**src/rtl/mc_control_unit_pkg.sv**
```systemverilog
// Shared encodings for the multi-cycle controller: opcodes, functs, ALU codes,
// datapath mux selects and the FSM state set.
package mc_control_unit_pkg;

  localparam logic [5:0] OP_RTYPE = 6'h00;
  localparam logic [5:0] OP_J     = 6'h02;
  localparam logic [5:0] OP_JAL   = 6'h03;
  localparam logic [5:0] OP_BEQ   = 6'h04;
  localparam logic [5:0] OP_ORI   = 6'h0D;
  localparam logic [5:0] OP_LUI   = 6'h0F;
  localparam logic [5:0] OP_LW    = 6'h23;
  localparam logic [5:0] OP_SW    = 6'h2B;

  localparam logic [5:0] FN_JR    = 6'h08;
  localparam logic [5:0] FN_ADDU  = 6'h21;
  localparam logic [5:0] FN_SUBU  = 6'h23;
  localparam logic [5:0] FN_SLT   = 6'h2A;

  localparam logic [2:0] ALU_ADD  = 3'd0;
  localparam logic [2:0] ALU_SUB  = 3'd1;
  localparam logic [2:0] ALU_OR   = 3'd2;
  localparam logic [2:0] ALU_SLT  = 3'd3;
  localparam logic [2:0] ALU_LUI  = 3'd4;

  localparam logic [1:0] ASB_B       = 2'b00;
  localparam logic [1:0] ASB_4       = 2'b01;
  localparam logic [1:0] ASB_IMM     = 2'b10;
  localparam logic [1:0] ASB_IMM_SH2 = 2'b11;

  localparam logic [1:0] RDST_RT = 2'b00;
  localparam logic [1:0] RDST_RD = 2'b01;
  localparam logic [1:0] RDST_RA = 2'b10;

  localparam logic [1:0] M2R_ALUOUT = 2'b00;
  localparam logic [1:0] M2R_MDR    = 2'b01;
  localparam logic [1:0] M2R_PC     = 2'b10;

  localparam logic [1:0] PCS_ALU    = 2'b00;
  localparam logic [1:0] PCS_ALUOUT = 2'b01;
  localparam logic [1:0] PCS_JUMP   = 2'b10;
  localparam logic [1:0] PCS_A      = 2'b11;

  typedef enum logic [3:0] {
    S_FETCH   = 4'd0,
    S_DECODE  = 4'd1,
    S_MEM_ADR = 4'd2,
    S_MEM_RD  = 4'd3,
    S_MEM_WB  = 4'd4,
    S_MEM_WR  = 4'd5,
    S_EXE_R   = 4'd6,
    S_R_WB    = 4'd7,
    S_EXE_I   = 4'd8,
    S_I_WB    = 4'd9,
    S_BRANCH  = 4'd10,
    S_JUMP    = 4'd11,
    S_JAL     = 4'd12,
    S_JR      = 4'd13
  } state_e;

  // Successor of DECODE; S_FETCH here means the instruction is unsupported.
  function automatic state_e decode_target(input logic [5:0] op, input logic [5:0] funct);
    state_e nxt;
    nxt = S_FETCH;
    case (op)
      OP_LW, OP_SW:   nxt = S_MEM_ADR;
      OP_ORI, OP_LUI: nxt = S_EXE_I;
      OP_BEQ:         nxt = S_BRANCH;
      OP_J:           nxt = S_JUMP;
      OP_JAL:         nxt = S_JAL;
      OP_RTYPE: begin
        case (funct)
          FN_ADDU, FN_SUBU, FN_SLT: nxt = S_EXE_R;
          FN_JR:                    nxt = S_JR;
          default:                  nxt = S_FETCH;
        endcase
      end
      default:        nxt = S_FETCH;
    endcase
    return nxt;
  endfunction

endpackage

```
**src/rtl/mc_control_unit_alu_op_decode.sv**
```systemverilog
// ALU operation select: a function of state, plus funct in EXE_R and op in EXE_I.
module alu_op_decode
  import mc_control_unit_pkg::*;
(
  input  state_e     state,
  input  logic [5:0] funct,
  input  logic [5:0] op,
  output logic [2:0] alu_ctrl
);

  always_comb begin
    // NOTE: default assignment first so no path through the case leaves alu_ctrl unassigned (no latch).
    alu_ctrl = ALU_ADD;
    case (state)
      S_EXE_R: begin
        case (funct)
          FN_SUBU: alu_ctrl = ALU_SUB;
          FN_SLT:  alu_ctrl = ALU_SLT;
          default: alu_ctrl = ALU_ADD;
        endcase
      end
      S_EXE_I:  alu_ctrl = (op == OP_LUI) ? ALU_LUI : ALU_OR;
      S_BRANCH: alu_ctrl = ALU_SUB;
      default:  alu_ctrl = ALU_ADD;
    endcase
  end

endmodule

```
**src/rtl/mc_control_unit.sv**
```systemverilog
// Multi-cycle main controller: state register, next-state logic and Moore output
// decode for the datapath; reset forces every enable low in the same cycle.
module mc_control_unit
  import mc_control_unit_pkg::*;
#(
  parameter int STATE_W = 4
) (
  input  logic       clk,
  input  logic       rst,
  input  logic [5:0] op,
  input  logic [5:0] funct,
  input  logic       zero,
  output logic       pc_wr,
  output logic       ir_wr,
  output logic       mem_wr,
  output logic       reg_wr,
  output logic       alu_src_a,
  output logic [1:0] alu_src_b,
  output logic       ext_op,
  output logic [2:0] alu_ctrl,
  output logic [1:0] reg_dst,
  output logic [1:0] mem_to_reg,
  output logic [1:0] pc_src,
  output logic       illegal,
  output logic       instr_done
);

  logic [STATE_W-1:0] state_q;
  state_e             state;
  state_e             state_d;
  state_e             decode_nxt;
  logic [2:0]         alu_ctrl_dec;

  assign state      = state_e'(state_q);
  assign decode_nxt = decode_target(op, funct);

  always_comb begin
    state_d = S_FETCH;
    case (state)
      S_FETCH:   state_d = S_DECODE;
      S_DECODE:  state_d = decode_nxt;
      S_MEM_ADR: state_d = (op == OP_SW) ? S_MEM_WR : S_MEM_RD;
      S_MEM_RD:  state_d = S_MEM_WB;
      S_EXE_R:   state_d = S_R_WB;
      S_EXE_I:   state_d = S_I_WB;
      default:   state_d = S_FETCH;
    endcase
  end

  always_ff @(posedge clk) begin
    // NOTE: non-blocking so every register samples pre-edge values regardless of block order.
    if (rst) state_q <= STATE_W'(S_FETCH);
    else     state_q <= STATE_W'(state_d);
  end

  alu_op_decode u_alu_op_decode (
    .state    (state),
    .funct    (funct),
    .op       (op),
    .alu_ctrl (alu_ctrl_dec)
  );

  always_comb begin
    pc_wr      = 1'b0;
    ir_wr      = 1'b0;
    mem_wr     = 1'b0;
    reg_wr     = 1'b0;
    alu_src_a  = 1'b0;
    alu_src_b  = ASB_B;
    ext_op     = 1'b0;
    alu_ctrl   = rst ? ALU_ADD : alu_ctrl_dec;
    reg_dst    = RDST_RT;
    mem_to_reg = M2R_ALUOUT;
    pc_src     = PCS_ALU;
    illegal    = 1'b0;
    instr_done = 1'b0;
    if (!rst) begin
      case (state)
        S_FETCH: begin
          ir_wr     = 1'b1;
          pc_wr     = 1'b1;
          alu_src_b = ASB_4;
        end
        S_DECODE: begin
          alu_src_b = ASB_IMM_SH2;
          ext_op    = 1'b1;
          if (decode_nxt == S_FETCH) begin
            illegal    = 1'b1;
            instr_done = 1'b1;
          end
        end
        S_MEM_ADR: begin
          alu_src_a = 1'b1;
          alu_src_b = ASB_IMM;
          ext_op    = 1'b1;
        end
        S_MEM_WB: begin
          reg_wr     = 1'b1;
          mem_to_reg = M2R_MDR;
          instr_done = 1'b1;
        end
        S_MEM_WR: begin
          mem_wr     = 1'b1;
          instr_done = 1'b1;
        end
        S_EXE_R:  alu_src_a = 1'b1;
        S_R_WB: begin
          reg_wr     = 1'b1;
          reg_dst    = RDST_RD;
          instr_done = 1'b1;
        end
        S_EXE_I: begin
          alu_src_a = 1'b1;
          alu_src_b = ASB_IMM;
        end
        S_I_WB: begin
          reg_wr     = 1'b1;
          instr_done = 1'b1;
        end
        S_BRANCH: begin
          alu_src_a  = 1'b1;
          pc_src     = PCS_ALUOUT;
          pc_wr      = zero;
          instr_done = 1'b1;
        end
        S_JUMP: begin
          pc_src     = PCS_JUMP;
          pc_wr      = 1'b1;
          instr_done = 1'b1;
        end
        S_JAL: begin
          pc_src     = PCS_JUMP;
          pc_wr      = 1'b1;
          reg_wr     = 1'b1;
          reg_dst    = RDST_RA;
          mem_to_reg = M2R_PC;
          instr_done = 1'b1;
        end
        S_JR: begin
          pc_src     = PCS_A;
          pc_wr      = 1'b1;
          instr_done = 1'b1;
        end
        default: ;
      endcase
    end
  end

endmodule

```
**config.mk**
```make
export PLATFORM = sky130hd
export DESIGN_NAME = mc_control_unit
export DESIGN_NICKNAME = d
export VERILOG_FILES = /design/src/rtl/mc_control_unit_pkg.sv /design/src/rtl/mc_control_unit_alu_op_decode.sv /design/src/rtl/mc_control_unit.sv
export SDC_FILE = /design/constraint.sdc
export NUM_CORES = 1
export LEC_CHECK = 0
export CAP_MARGIN = 10
export CELL_PAD_IN_SITES_DETAIL_PLACEMENT = 0
export CELL_PAD_IN_SITES_GLOBAL_PLACEMENT = 1
export CORE_MARGIN = 3
export CORE_UTILIZATION = 33
export DETAILED_ROUTE_END_ITERATION = 16
export GPL_ROUTABILITY_DRIVEN = 0
export PLACE_DENSITY_LB_ADDON = 0.1
export SYNTH_ARGS = -nofsm -noshare
export SYNTH_HDL_FRONTEND = slang
export SYNTH_HIERARCHICAL = 1
export SYNTH_SLANG_ARGS = --single-unit
```
**constraint.sdc**
```tcl
create_clock -name clk -period 2.3 [get_ports clk]
set_input_delay 0.46 -clock clk [delete_from_list [all_inputs] [get_ports clk]]
set_output_delay 0.46 -clock clk [all_outputs]
set_load 0.05 [all_outputs]
```
==> qor.yml, run 1 <==
crit_arrival_ps: 1840
grt_max_degree: 28
ys_seq_area_share_pct: 8.59
grt_pass1_vias: 1168
grt.total_usage_pct: 18.8
postPlaceCellArea_um2: 1640
hold_start: "op[2]"
grt_pass1_wl_mm: 5.15
crit_start: "op[3]"
ys.flop_type: "dfxtp_1"
nets: 204
ys_types: 47
vias: 1192
design_area_um2: 1810
power_per_cell_area_nw_per_um2: 227
fin_ws_ps: 0.374
r2r_start: "state[2]"
maxSlewViolCount: 0
start_util_pct: 36.0
synth_edf_count: 0
holdBufCountCts: 0
crit_path_start_kind: "input port"
fin_util_pct: 69.8
portBuffers: 33
drc_errors: 0
synth_nets: 144
die-area_um2: 3500
worstMarginPinSlew_ps: 474
tritoncts: "done"
rsz0062_at_grt: "yes"
cp-end-kind: "primary output"
post-route-period-util_pct: 100
syn-instance-count: 129
wl_per_cell_um: 14.3
async_flop_share_pct: 0
yosysWarnings: 6
die_w_um: 59.1
slew_headroom_pct: 68.1
synth_area_um2: 932
numCtsBuffers: 3
firstDrtPassIters: 4
r2r-end: "state[3]"
drive_gt1_share_pct: 47.6
cp_max_fo: 5
hold_ws_ps: 767
cts_max_path_buffers: 2
die_y_um: 59.1
setup_violations: 0
clock_sinks: 4
hold_path.class: "in -> reg"
period_needed_ps: 2300
min_path_cells: 5
skew_ps: 3.82
clk_pin_slew_worst_paths_ps: 40
htreeDepth: 1
pre_cts_ws_ps: -369
avgViaCountPerCell: 5.49
antenna_found_initial: 0
p_leak_nw: 0.701
status: "finished, final reports clean"
rr_worst_depth: 4
area_growth_pct: 94.0
hold_violations: 0
syn_area_per_cell_um2: 7.23
path_class: "in -> out"
clock_tree.root_cell: "clkbuf_4"
min_to: "state[1]"
peakVddDrop_uv: 245
rows: 18
coreArea_um2: 2590
worstSkewPairLatency_ps: 240
hpwl_mm: 2.32
globalRouteOverflowTotal: 0
maxCapViolCount: 0
ant_nets: 0
synth-seq-cells: 4
antenna_cells: 0
rrSetupSlack_ps: 940
drt-initial-drc-count: 53
io_pins: 34
fmax_mhz: 435
largest_reg_flops: 4
wl_mm: 3.11
cp_data_required_time_ps: 1840
## critical path, stage by stage
cell and delay, ps:
clkdlybuf4s15_1 240, nor3_1 330, a21oi_4 60, o311ai_4 360, buf_4 190, nor4_4 40
buf_12 150
## synth_stat cells, drive strengths merged (2+ instances only)
cell / number / area, µm²
nor2: 17 / 63.8
nor4: 6 / 58.8
o41ai: 2 / 25.0
clkbuf: 3 / 41.3
dfxtp: 4 / 80.1
nand3b: 5 / 37.5
a21oi: 13 / 68.8
nor2b: 7 / 43.8
o21a: 2 / 15.0
nand2: 11 / 48.8
buf: 8 / 52.6
nor4b: 5 / 43.8
nor3: 6 / 35.0
o21ai: 5 / 25.0
nand2b: 9 / 56.3
and2b: 2 / 17.5
## repair_timing
action / 4_1_cts / 5_1_grt
pin swaps: 8 / 7
resized for setup: 33 / 19
gates cloned: 0 / 0
endpoints found under the setup margin: 5 / 7
buffers inserted: 2 / 1
## cells by family after synthesis
| logic type | count (synthesis) | synth area share, % |
|---|---|---|
| XOR/XNOR | 2 | 1.88 |
| buffers and inverters | 12 | 10.5 |
| AO/OA/AOI/OAI | 35 | 28.1 |
| AND/OR/NAND/NOR | 76 | 51.0 |
| flip-flops | 4 | 8.59 |
## per-layer routing
layer	GRT usage [%]	up-vias	part of all wire, %
li1	-	599	-
met1	24.0	559	43
met2	31.5	29	52
met3	3.92	5	4.5
met4	5.50	0	0.51
met5	0	-	0
## area by class of cell
cell class	instances	area, µm²
inverters	1	3.75
fillers	202	782
repair buffers	66	741
clock buffers	3	22.5
well taps	30	37.5
multi-input cells	113	921
flip-flops and latches	4	82.6
## worst max path at each step
stage,endpoint,slack [ps],cells after the start
global route,illegal,-90,7
floorplan,mem_to_reg[1],-600,4
CTS,instr_done,4,7
detailed placement,instr_done,-370,6
global placement,illegal,-350,6
finish,illegal,0.4,7
## power breakdown
| group | total, mW | switching (mW) | internal [mW] |
|---|---|---|---|
| clock network | 0.0913 | 0.0327 | 0.0586 |
| logic | 0.241 | 0.124 | 0.116 |
| registers | 0.0778 | 0.00566 | 0.0722 |
| total | 0.410 | 0.163 | 0.247 |
## through the flow
step           TNS (ps)  instances  power (mW)
3_3_place_gp      -1040        212       0.296
4_1_cts               0        216       0.402
3_5_place_dp      -1190        212       0.300
2_1_floorplan     -1800        129       0.187
6_report              0        217       0.410
5_1_grt           -93.5        217       0.434
## placed cells by master (no fill, tap or decap), drive strengths merged, types with 2 or more instances in the layout
master         netlist  layout
a21oi               13      13
and2b                2       2
buf                  8      52
clkbuf               3       7
clkdlybuf4s15        0       3
dfxtp                4       4
dlygate4sd2          0       6
nand2               11      11
nand2b               9       9
nand3b               5       5
nor2                17      17
nor2b                7       7
nor3                 6       6
nor4                 6       6
nor4b                5       5
o21a                 2       2
o21ai                5       5
o41ai                2       2
Note: power is estimated with default switching activity, not from simulation.
==> run 2: changes to the inputs <==
ABC_AREA = 1   (was unset)
CORE_UTILIZATION = 27   (was 33)
PLACE_DENSITY = 0.94   (was unset)
PLACE_DENSITY_LB_ADDON = unset   (was 0.1)
==> qor.yml, run 2 <==
status: "finished, final reports clean"
clk_pin_slew_worst_paths_ps: 40
yosysWarnings: 6
cp-end-kind: "primary output"
postPlaceCellArea_um2: 1330
place_inst: 220
rows: 18
synth_top_area_share_pct: 20.5
die-area_um2: 3520
drc_errors: 0
synth_most_common_cell: "nor2_1"
p_total_uw: 355
grt_pass1_wl_mm: 3.97
grt_pass1_vias: 973
clock_sinks: 4
holdBufCountCts: 0
synth_edf_count: 0
hold_path.class: "reg -> reg"
hold_violations: 0
multi_input_area_um2: 589
portBuffers: 33
fmax_mhz: 459
rsz0062_at_grt: "no"
power_switching_uw: 144
maxSlewViolCount: 0
p_leak_nw: 0.656
skew_ps: 1.38
design_area_um2: 1370
regArea_um2: 80.1
p_seq_share_pct: 22.0
synth_mux_area_share_pct: 0
busiest_layer: "met2"
layout.cells.most_common: "nor2_1"
ys.flop_type: "dfxtp_1"
fin_cells: 223
firstDrtPassIters: 4
cp_max_fo: 2
synth-seq-cells: 4
area_growth_pct: 78.0
yosys-top-cells-area: "nor2_1 (21%), nand2_1 (15%), dfxtp_1 (10%)"
cp_data_required_time_ps: 1840
hold_ws_ps: 748
crit_arrival_ps: 1720
ys_top_cells_by_count: "nor2_1 (42), nand2_1 (31), inv_1 (20)"
gr-usage-met1_pct: 17.9
die_y_um: 59.3
async_flop_share_pct: 0
synth_nets: 172
yosys.area.top_type: "nor2_1"
p_int_uw: 211
avgViaCountPerCell: 4.75
io_pins: 34
wl_per_cell_um: 10.3
share_comb_of_total_power_pct: 53.0
antenna_found_initial: 0
finalSetupTns_ps: 0
cts_max_path_buffers: 2
syn-instance-count: 157
post-route-period-util_pct: 94.7
clockPowerShare_pct: 25.1
largest_reg_flops: 4
synthXorXnorAreaFrac_pct: 0
wl_mm: 2.30
ys_types: 20
path_class: "in -> out"
synth_compound_area_share_pct: 8.14
power_per_cell_area_nw_per_um2: 260
use_met3_pct: 4.14
die_w_um: 59.3
final_cell_mix: "nor2_1 (40), nand2_1 (31), inv_1 (20)"
period_needed_ps: 2180
synth_top_family_by_area: "simple AND/OR/NAND/NOR gates"
hpwl_mm: 1.94
antenna_cells: 0
worstSkewPairLatency_ps: 240
tritoncts: "done"
ys_seq_area_share_pct: 10.4
peakVddDrop_uv: 251
synth_fa_ha_area_share_pct: 0
rrSetupSlack_ps: 1060
vias: 1060
start_util_pct: 29.7
synth_area_um2: 768
crit_path_start_kind: "input port"
nets: 210
setup_violations: 0
worstMarginPinSlew_ps: 399
grt_util_met2_pct: 22.3
fillerInstances: 250
slew_headroom_pct: 73.2
globalRouteOverflowTotal: 0
grt_max_degree: 22
coreArea_um2: 2590
sw_frac_of_total_pct: 40.6
syn_area_per_cell_um2: 4.89
grt.total_usage_pct: 14.4
clock_tree.root_cell: "clkbuf_4"
drt-initial-drc-count: 32
htreeDepth: 1
drive_gt1_share_pct: 27.5
ant_nets: 0
maxCapViolCount: 0
synth_simple_gate_area_share_pct: 66.8
numCtsBuffers: 3
==> run 2: logic make-up (layout without fill, tap and decap cells) <==
family                 Yosys count  count (layout)
and+or+nand+nor                111             111
buffers and inverters           30              66
DFF                              4               4
AOI/OAI and AO/OA               12              12
==> run 2: area by class of cell <==
type,count,area share (%)
clock buffers,3,1.65
multi-input cells,123,43.1
well taps,30,2.74
flip-flops and latches,4,5.86
inverters,28,7.69
repair buffers,35,39.0
==> run 2: critical path: stages <==
cell and delay [ps]:
clkdlybuf4s50_1 420, nor2_1 110, nand2_1 80, nor2_1 160
nand3_2 120, o21ai_2 200, buf_12 160
==> run 2: what timing repair did <==
item / CTS / global route
pin swaps: 1 / 1
endpoints found under the setup margin: 3 / 2
buffers inserted: 0 / 0
resized for setup: 8 / 4
endpoints found under the hold margin: 0 / 0
==> run 2: power groups by stage <==
stage | Clock, mW | Sequential (mW) | Combinational, mW
floorplan | 0 | 0.0776 | 0.0955
global placement | 0 | 0.0789 | 0.186
global route | 0.101 | 0.0786 | 0.203
CTS | 0.0921 | 0.0777 | 0.188
detailed placement | 0 | 0.0788 | 0.189
finish | 0.0891 | 0.0781 | 0.188
==> run 2: worst paths after layout <==
kind | start | endpoint | cells after the start
setup reg to reg | state[1] | state[0] | 7
hold reg to reg | state[0] | state[2] | 4
hold / removal | state[0] | state[2] | 4
setup / recovery | rst | instr_done | 7
==> run 2: per-stage QoR <==
step / util [%] / setup slack (ps)
after floorplan: - / 90.7
after global placement: 51.5 / -44.8
after detailed placement: 51.5 / -76.5
after CTS: 52.3 / 40.6
after global routing: 52.8 / 28.7
final: 52.8 / 121
==> run 2: per-layer routing <==
layer,vias up,part of all wire (%)
met5,-,0
li1,557,-
met3,4,6.4
met4,0,1.6
met2,25,48
met1,474,44
